### config.mk
export PLATFORM = sky130hd
export DESIGN_NAME = imem_loader
export DESIGN_NICKNAME = d
export VERILOG_FILES = /design/src/rtl/imem_pkg.sv /design/src/rtl/imem_word_pack.sv /design/src/rtl/imem_loader.sv
export SDC_FILE = /design/constraint.sdc
export NUM_CORES = 2
export LEC_CHECK = 0
export ABC_CLOCK_PERIOD_IN_PS = 6800
export CELL_PAD_IN_SITES_DETAIL_PLACEMENT = 2
export CELL_PAD_IN_SITES_GLOBAL_PLACEMENT = 2
export CORE_ASPECT_RATIO = 0.8
export CORE_MARGIN = 3
export CORE_UTILIZATION = 55
export CTS_BUF_LIST = sky130_fd_sc_hd__clkbuf_16
export CTS_CLUSTER_DIAMETER = 120
export CTS_CLUSTER_SIZE = 10
export DETAILED_ROUTE_END_ITERATION = 10
export GPL_TIMING_DRIVEN = 0
export PLACE_DENSITY = 0.94
export SYNTH_ARGS = -nofsm -noshare
export SYNTH_HDL_FRONTEND = slang
export SYNTH_SLANG_ARGS = --single-unit
### constraint.sdc
create_clock -name clk -period 6.8 [get_ports clk]
set_input_delay 1.7 -clock clk [delete_from_list [all_inputs] [get_ports clk]]
set_output_delay 1.7 -clock clk [all_outputs]
set_load 0.02 [all_outputs]
### src/rtl/imem_pkg.sv
// imem_pkg: shared types and constants for the writable instruction memory.
//   state_e     : loader FSM states
//   NOP_WORD    : value written to every word while clearing
//   COUNT_BYTES : number of big-endian bytes carrying the word count
package imem_pkg;

    typedef enum logic [2:0] {
        CLEAR,
        IDLE,
        CNT_HI,
        CNT_LO,
        DATA,
        CSUM,
        DONE
    } state_e;

    localparam logic [31:0] NOP_WORD    = 32'h0000_0000;
    localparam int          COUNT_BYTES = 2;

endpackage

### src/rtl/imem_word_pack.sv
// imem_word_pack: assembles big-endian 32-bit words from a byte stream.
// Ports:
//   clk, rst_n      clock, asynchronous active-low reset
//   clear_i         drop any partially assembled word
//   byte_valid_i    byte_i is accepted this cycle
//   byte_i          stream byte
//   word_o          assembled word (valid together with word_valid_o)
//   word_valid_o    one-cycle strobe in the cycle the 4th byte is accepted
module imem_word_pack (
    input  logic        clk,
    input  logic        rst_n,
    input  logic        clear_i,
    input  logic        byte_valid_i,
    input  logic [7:0]  byte_i,
    output logic [31:0] word_o,
    output logic        word_valid_o
);

    logic [1:0]  cnt_q, cnt_d;
    logic [23:0] sh_q, sh_d;

    always_comb begin
        cnt_d = cnt_q;
        sh_d  = sh_q;
        if (clear_i) begin
            cnt_d = 2'd0;
        end else if (byte_valid_i) begin
            cnt_d = cnt_q + 2'd1;
            sh_d  = {sh_q[15:0], byte_i};
        end
    end

    // The 4th byte is combined directly so the word can be written on the
    // same edge that accepts it.
    assign word_o       = {sh_q, byte_i};
    assign word_valid_o = byte_valid_i && !clear_i && (cnt_q == 2'd3);

    always_ff @(posedge clk or negedge rst_n) begin
        if (!rst_n) begin
            cnt_q <= 2'd0;
        end else begin
            cnt_q <= cnt_d;
        end
    end

    always_ff @(posedge clk) begin
        sh_q <= sh_d;
    end

endmodule

### src/rtl/imem_loader.sv
// imem_loader: register-array instruction memory with a byte-stream loader.
// The CPU reads combinationally; a loader FSM clears memory after reset and
// fills it from a stream of: 16-bit big-endian word count N, then N words.
// Optional macro IMEM_CHECKSUM_EN: a trailing XOR checksum byte is checked;
// on mismatch memory is wiped and load_err is set.
// Ports:
//   clk, rst_n                      clock, asynchronous active-low reset
//   fetch_addr / fetch_data         CPU byte address / instruction word
//   fetch_oob                       word index beyond DEPTH (data reads 0)
//   load_start                      begin a load (honoured only when idle)
//   load_byte/load_valid/load_ready byte stream handshake
//   cpu_hold                        CPU stall while clearing/loading
//   cpu_restart                     one-cycle PC-to-0 request after a load
//   load_done/load_overflow/load_err sticky status flags
module imem_loader
    import imem_pkg::*;
#(
    parameter int DEPTH = 64,
    parameter int AW    = $clog2(DEPTH)
) (
    input  logic        clk,
    input  logic        rst_n,
    input  logic [31:0] fetch_addr,
    output logic [31:0] fetch_data,
    output logic        fetch_oob,
    input  logic        load_start,
    input  logic [7:0]  load_byte,
    input  logic        load_valid,
    output logic        load_ready,
    output logic        cpu_hold,
    output logic        cpu_restart,
    output logic        load_done,
    output logic        load_overflow,
    output logic        load_err
);

    localparam int CNT_W = 8 * COUNT_BYTES;

`ifdef IMEM_CHECKSUM_EN
    localparam state_e AFTER_DATA = CSUM;
`else
    localparam state_e AFTER_DATA = DONE;
`endif

    state_e             state_q, state_d;
    logic [AW-1:0]      clr_ptr_q, clr_ptr_d;
    logic [16:0]        wr_ptr_q, wr_ptr_d;
    logic [CNT_W-1:0]   cnt_q, cnt_d;
    logic               done_q, done_d;
    logic               ovf_q, ovf_d;

    logic [31:0]        mem_q [DEPTH];
    logic               mem_we;
    logic [AW-1:0]      mem_waddr;
    logic [31:0]        mem_wdata;

    logic               accept;
    logic [31:0]        word;
    logic               word_valid;
    logic               last_word;
    logic [CNT_W-1:0]   cnt_full;

    assign accept    = load_valid && load_ready;
    assign cnt_full  = {cnt_q[CNT_W-1:8], load_byte};
    assign last_word = word_valid && ((wr_ptr_q + 17'd1) == {1'b0, cnt_q});

    imem_word_pack u_pack (
        .clk          (clk),
        .rst_n        (rst_n),
        .clear_i      (state_q != DATA),
        .byte_valid_i (accept && (state_q == DATA)),
        .byte_i       (load_byte),
        .word_o       (word),
        .word_valid_o (word_valid)
    );

`ifdef IMEM_CHECKSUM_EN
    logic [7:0] csum_q, csum_d;
    logic       err_q, err_d;
    assign load_err = err_q;
`else
    assign load_err = 1'b0;
`endif

    // FSM state register
    always_ff @(posedge clk or negedge rst_n) begin
        if (!rst_n) begin
            state_q <= CLEAR;
        end else begin
            state_q <= state_d;
        end
    end

    // FSM next-state logic
    always_comb begin
        state_d = state_q;
        case (state_q)
            CLEAR:  if (clr_ptr_q == AW'(DEPTH - 1)) state_d = IDLE;
            IDLE:   if (load_start) state_d = CNT_HI;
            CNT_HI: if (accept) state_d = CNT_LO;
            CNT_LO: if (accept) state_d = (cnt_full == '0) ? AFTER_DATA : DATA;
            DATA:   if (last_word) state_d = AFTER_DATA;
`ifdef IMEM_CHECKSUM_EN
            CSUM:   if (accept) state_d = (load_byte == csum_q) ? DONE : CLEAR;
`endif
            DONE:   state_d = IDLE;
            default: state_d = CLEAR;
        endcase
    end

    // FSM outputs
    always_comb begin
        cpu_hold    = (state_q != IDLE);
        cpu_restart = (state_q == DONE);
        load_ready  = (state_q == CNT_HI) || (state_q == CNT_LO) ||
                      (state_q == DATA)   || (state_q == CSUM);
    end

    // Pointers, count, flags and memory write port
    always_comb begin
        clr_ptr_d = clr_ptr_q;
        wr_ptr_d  = wr_ptr_q;
        cnt_d     = cnt_q;
        done_d    = done_q;
        ovf_d     = ovf_q;
        mem_we    = 1'b0;
        mem_waddr = clr_ptr_q;
        mem_wdata = NOP_WORD;
`ifdef IMEM_CHECKSUM_EN
        csum_d    = csum_q;
        err_d     = err_q;
`endif
        case (state_q)
            CLEAR: begin
                mem_we    = 1'b1;
                // DEPTH is a power of two, so this wraps back to 0.
                clr_ptr_d = clr_ptr_q + AW'(1);
            end
            IDLE: begin
                if (load_start) begin
                    done_d   = 1'b0;
                    ovf_d    = 1'b0;
                    wr_ptr_d = 17'd0;
`ifdef IMEM_CHECKSUM_EN
                    err_d    = 1'b0;
                    csum_d   = 8'h00;
`endif
                end
            end
            CNT_HI: if (accept) cnt_d[CNT_W-1:8] = load_byte;
            CNT_LO: if (accept) cnt_d = cnt_full;
            DATA: begin
                if (word_valid) begin
                    wr_ptr_d = wr_ptr_q + 17'd1;
                    if (wr_ptr_q >= 17'(DEPTH)) begin
                        ovf_d = 1'b1;
                    end else begin
                        mem_we    = 1'b1;
                        mem_waddr = wr_ptr_q[AW-1:0];
                        mem_wdata = word;
                    end
                end
            end
`ifdef IMEM_CHECKSUM_EN
            CSUM: begin
                if (accept && (load_byte != csum_q)) begin
                    err_d     = 1'b1;
                    clr_ptr_d = '0;
                end
            end
`endif
            default: ;
        endcase
`ifdef IMEM_CHECKSUM_EN
        if (accept && (state_q != CSUM)) csum_d = csum_q ^ load_byte;
`endif
        if (state_d == DONE) done_d = 1'b1;
    end

    always_ff @(posedge clk or negedge rst_n) begin
        if (!rst_n) begin
            clr_ptr_q <= '0;
            wr_ptr_q  <= 17'd0;
            cnt_q     <= '0;
            done_q    <= 1'b0;
            ovf_q     <= 1'b0;
`ifdef IMEM_CHECKSUM_EN
            csum_q    <= 8'h00;
            err_q     <= 1'b0;
`endif
        end else begin
            clr_ptr_q <= clr_ptr_d;
            wr_ptr_q  <= wr_ptr_d;
            cnt_q     <= cnt_d;
            done_q    <= done_d;
            ovf_q     <= ovf_d;
`ifdef IMEM_CHECKSUM_EN
            csum_q    <= csum_d;
            err_q     <= err_d;
`endif
        end
    end

    // Memory contents are established by the CLEAR pass, not by reset.
    always_ff @(posedge clk) begin
        if (mem_we) mem_q[mem_waddr] <= mem_wdata;
    end

    assign load_done     = done_q;
    assign load_overflow = ovf_q;

    // Bit 31 (supervisor) and the byte offset do not select a word.
    logic unused_fetch_bits;
    assign unused_fetch_bits = ^{fetch_addr[31], fetch_addr[1:0]};

    assign fetch_oob  = (fetch_addr[30:2] >= 29'(DEPTH));
    assign fetch_data = fetch_oob ? NOP_WORD : mem_q[fetch_addr[AW+1:2]];

endmodule

==> results of run 1 <==
cell usage after synthesis (4+ instances only):
cell type	instances	area, sq um
and2_1	37	231
a22oi_1	7	52.6
clkbuf_1	91	342
a221oi_1	50	438
nor2b_1	58	363
nor2_1	86	323
a32o_1	25	250
nand2b_1	8	50.1
nand2_1	68	255
mux4_2	537	12100
mux2i_1	166	1660
nor4_1	14	87.6
nand3_1	13	65.1
o21ai_0	24	120
xnor2_1	21	184
mux2_2	22	248
buf_2	55	275
buf_1	6	22.5
and4_1	4	35.0
nor3_1	7	35.0
and3_1	5	31.3
dfrtp_1	46	1150
a211oi_1	56	420
a22o_1	4	35.0
buf_6	6	67.6
inv_1	5	18.8
buf_4	45	338
ha_1	4	50.1
nand4_1	10	62.6
a21oi_1	47	235
edfxtp_1	2072	62200
xor2_1	12	105
logic make-up after synthesis:
| logic type | count (synthesis) | share of synthesized area, % |
|---|---|---|
| AND/OR/NAND/NOR | 320 | 1.97 |
| buffers and inverters | 210 | 1.31 |
| adder cells (fa/ha/maj) | 4 | 0.0610 |
| XOR/XNOR | 33 | 0.352 |
| flip-flops | 2118 | 77.2 |
| AO/OA/AOI/OAI | 227 | 2.02 |
| multiplexers | 725 | 17.1 |
| other | 1 | 0.00457 |
per-stage QoR:
step	setup TNS, ns	area [sq um]	instances
floorplan	0	82100	3638
global placement	-896.43	85300	5694
==> summary.md, run 1 <==
| Metric | Value |
|---|---|
| Status | aborted with a tool error |
| I/O pin count | 83 |
| EDFF count, synth | 2072 |
| HPWL after detailed placement | 250 mm |
| Die Wd | 438 um |
| Starting Density | 55.5% |
| Sequential element share of the synthesized area | 77.2% |
| Failed at | detailed placement |
| Syn Inst Count | 3638 |
| Async S/R FF share, synth | 2.17% |
| Die Height | 351 um |
| Post-Syn Nets | 3686 |
| Yosys reg bits | 2118 |
| Most common flop cell mapped by yosys | edfxtp_1 |
| Netlist Area Pre-Place | 82100 sq um |
| Input/output buffers | 72 |
| Synth cell types | 50 |
| Stop err | [ERROR DPL-0033] detailed placement checks failed during check placement. |
| Synth warn | 0 |
| Syn_area_per_cell | 22.6 sq um |
| Gpl congestion | 0.882 |
| Std cell rows | 126 |
==> run 2, diff against run 1 <==
==> config.mk (replaced) <==
export PLATFORM = sky130hd
export DESIGN_NAME = imem_loader
export DESIGN_NICKNAME = d
export VERILOG_FILES = /design/src/rtl/imem_pkg.sv /design/src/rtl/imem_word_pack.sv /design/src/rtl/imem_loader.sv
export SDC_FILE = /design/constraint.sdc
export NUM_CORES = 2
export LEC_CHECK = 0
export ABC_CLOCK_PERIOD_IN_PS = 6800
export CORE_MARGIN = 3
export CORE_UTILIZATION = 40
export DETAILED_ROUTE_END_ITERATION = 10
export GPL_TIMING_DRIVEN = 0
export PLACE_DENSITY_LB_ADDON = 0.15
export SYNTH_ARGS = -nofsm -noshare
export SYNTH_HDL_FRONTEND = slang
export SYNTH_SLANG_ARGS = --single-unit
==> summary.md, run 2 <==
| Metric | Value |
|---|---|
| Peak supply drop | 0.340 mV |
| Root Buffer | clkbuf_16 |
| Net Sw Frac | 20.9% |
| Xor-xnor portion of the synthesized cell area | 0.352% (unchanged) |
| Tightest hold margin | 0.440 ns |
| Syn_area_per_cell | 22.6 sq um (unchanged) |
| Compound-Gate Fraction of Synth Area | 2.02% (unchanged) |
| Fin worst setup slack | -0.0314 ns |
| Netlist Area Pre-Place | 82100 sq um (unchanged) |
| Setup crit end kind | output port |
| Overall Power | 25.8 mW |
| Adder-Cell Fraction of Synth Area | 0.0610% (unchanged) |
| Sequential element share of the synthesized area | 77.2% (unchanged) |
| Final hold vios | 0 |
| Clock tree from TritonCTS | done |
| Routed vias | 41160 |
| Net Switching | 5.39 mW |
| Worst Clk Skew | 0.0367 ns |
| Synth top area share | 75.8% (unchanged) |
| Clk pin slew, worst setup/hold paths | 0.06 ns |
| HPWL after detailed placement | 166 mm (-34%) |
| Yosys reg bits | 2118 (unchanged) |
| Unrepaired setup endpoints after global routing | yes |
| Critical Path Most Common Cell | buf_4 |
| Global-route wire length before repair | 344 mm |
| Minimum clock period after layout | 6.83 ns |
| Crit-path max FO | 10 |
| Total CTS buffers | 207 |
| Pre-Repair DR Iteration Count | 7 |
| Layout net count | 4086 |
| Power share of the combinational group | 2.8% |
| H-tree level count | 4 |
| CTS Sinks | 2118 |
| I/O pin count | 83 (unchanged) |
| Setup-failing EPs final | 2 |
| Commonest non-fill, non-tap cell in the layout | edfxtp_1 |
| Number of remaining DRC errors | 0 |
| Async S/R FF share, synth | 2.17% (unchanged) |
| Clk pwr share | 42.5% |
| Most frequent cell after synthesis | edfxtp_1 |
| Yosys top cell by area | edfxtp_1 |
| Most frequent cells after synthesis | edfxtp_1, mux4_2, mux2i_1 |
| Slew HR | 29.3% |
| Filler cells | 16637 |
| Critical path cell sequence | buf_4 > buf_2 > buf_4 > clkbuf_2 > mux4_2 > mux2i_1 > a21oi_1 > a32o_1 > clkdlybuf4s50_1 |
| Multi-input logic area | 19000 sq um |
| Simple-Gate Fraction of Synth Area | 1.97% (unchanged) |
| Max reg flops | 2048 |
| Fmax | 146 MHz |
| Layout area overhead | 17.6% |
| Routed WL per cell | 36.5 um |
| Worst EP arrival | 5.13 ns |
| Grt ovf | 0 |
| HP Class | register to register |
| Critical Path Max Stage Delay | 0.58 ns |
| Largest net degree at the start of global routing | 65 |
| Routed wire length | 251 mm |
| Largest family of logic cells by synthesized area | multiplexers |
| Initial antenna violation count | 17 |
| DR iter-0 viols | 5280 |
| Setup TNS | -0.0515 ns |
| Std cell rows | 165 (+31%) |
| Crit start category | primary input |
| Vias per inst | 5.99 |
| Count of final max-slew check failures | 0 |
| Post-Syn Nets | 3686 (unchanged) |
| Reg with most FFs | mem_q |
| Violated checks | negative setup slack |
| Internal | 20.4 mW |
| Gpl congestion | 0.795 (-9.9%) |
| Main area contributors after synthesis | edfxtp_1, mux4_2, mux2i_1, dfrtp_1, a221oi_1 |
| Die area | 211000 sq um |
| Commonest non-fill, non-tap cells in the layout | edfxtp_1, mux4_2, clkbuf_16 |
| Seq pwr share | 54.7% |
| Synth cell types | 50 (unchanged) |
| Synth warn | 0 (unchanged) |
| Mux cell area share after synthesis | 17.1% (unchanged) |
| Fin crit share | 100% |
| Seq. cell area | 63400 sq um |
| Vias in the first global route | 40410 |
| Starting Density | 40.4% (-15 points) |
| Pleak | 25.0 nW |
| GRT Util Overall | 23.9% |
| Setup CP Type | primary input to output port |
| Die Wd | 459 um (+4.8%) |
| EDFF count, synth | 2072 (unchanged) |
| Measured slew at the worst slew-check pin | 1.06 ns |
| Max stage delay cell, worst path | clkdlybuf4s50_1 |
| Input/output buffers | 72 (unchanged) |
| PwrDens | 267 nW/um^2 |
| WP data required | 5.10 ns |
| Max-Cap Viols | 0 |
| Status | complete, but fails checks |
| Clock Latency Late Sink | 0.85 ns |
| Most common flop cell mapped by yosys | edfxtp_1 |
| Die Height | 459 um (+31%) |
| Final ANT Viol Nets | 0 |
| Max Buffers Root-to-Sink | 3 |
| Regs by FF count | mem_q (2048), u_pack.sh_q (24), wr_ptr_q (17) |
| # hold bufs at CTS | 0 |
| Placeable Area | 203000 sq um |
| Share of cells above drive strength 1 | 31.3% |
| Syn Inst Count | 3638 (unchanged) |
==> run 2: cell counts after synthesis <==
No cell type changed its count.
==> run 2: what timing repair did <==
item	4_1_cts	5_1_grt
buffers inserted	0	9
endpoints found under the hold margin	0	0
setup endpoints to repair	32	17
gates resized for setup	256	12
pin swaps	3	2
==> run 2: cell type report <==
type / instances / area share (%)
repair buffers: 192 / 3.17
inverters: 5 / 0.0195
plain buffers: 204 / 1.39
clock inverters: 111 / 0.886
multi-input cells: 1310 / 19.7
well taps: 2672 / 3.47
flip-flops and latches: 2118 / 65.7
clock buffers: 261 / 5.69
diodes: 4 / 0.0104
==> run 2: through the flow <==
| step | util [%] | std cells | setup WS (ns) | area (sq um) |
|---|---|---|---|---|
| 2_1_floorplan | - | 3638 | 1.43 | 82100 |
| 6_report | 47.5 | 6877 | -0.0314 | 96500 |
| 3_5_place_dp | 43.8 | 6493 | -1.60 | 88900 |
| 4_1_cts | 47.4 | 6864 | 0.00173 | 96300 |
| 3_3_place_gp | 42.4 | 6382 | -1.75 | 86100 |
| 5_1_grt | 47.5 | 6874 | -0.0310 | 96500 |
==> run 2: cell families (layout without fill, tap and decap cells) <==
| logic type | count (synthesis) | after routing |
|---|---|---|
| compound gates | 227 | 227 |
| xor+xnor | 33 | 33 |
| fa+ha+maj | 4 | 4 |
| buf+inv | 210 | 773 |
| flops | 2118 | 2118 |
| mux | 725 | 725 |
| other cells | 1 | 5 |
| simple gates | 320 | 320 |
==> run 2: path summary, 6_finish.rpt <==
| check | end | slack, ns | from | cells past startpoint |
|---|---|---|---|---|
| max | fetch_data[4] | -0.03 | fetch_addr[4] | 9 |
| min | u_pack.sh_q[14]$_DFFE_PP_ | 0.44 | u_pack.sh_q[6]$_DFFE_PP_ | 0 |
| max reg2reg | mem_q[38][19]$_DFFE_PP_ | 2.00 | state_q[1]$_DFF_PN0_ | 9 |
| min reg2reg | u_pack.sh_q[14]$_DFFE_PP_ | 0.44 | u_pack.sh_q[6]$_DFFE_PP_ | 0 |
| max in group asynchronous | wr_ptr_q[4]$_DFFE_PN0P_ | 5.48 | rst_n | 2 |
| min in group asynchronous | wr_ptr_q[12]$_DFFE_PN0P_ | 0.81 | rst_n | 1 |
==> run 2: power by group through the flow <==
stage               Sequential [mW]  Clock [mW]  Combinational [mW]
detailed placement             14.4           0               0.691
CTS                            14.1        11.1               0.735
floorplan                      14.4           0               0.374
global route                   14.1        11.7               0.750
finish                         14.1        11.0               0.722
global placement               14.4           0               0.686
==> run 2: per-layer routing <==
layer | vias up | share of wire [%] | wire length [um] | GRT usage (%)
met3 | 314 | 8.4 | 21000 | 4.79
met1 | 22771 | 43 | 109000 | 35.5
met4 | 2 | 2.2 | 5610 | 5.49
met2 | 1800 | 46 | 116000 | 36.5
met5 | - | 0.0040 | 10 | 0
li1 | 16273 | - | - | -
==> run 2: critical path: cells and delay by family <==
| family | cells | cell delay (ns) |
|---|---|---|
| mux | 2 | 0.79 |
| compound gates | 2 | 0.56 |
| buf+inv | 5 | 2.04 |
No activity file was read; power rests on OpenSTA's default activity.
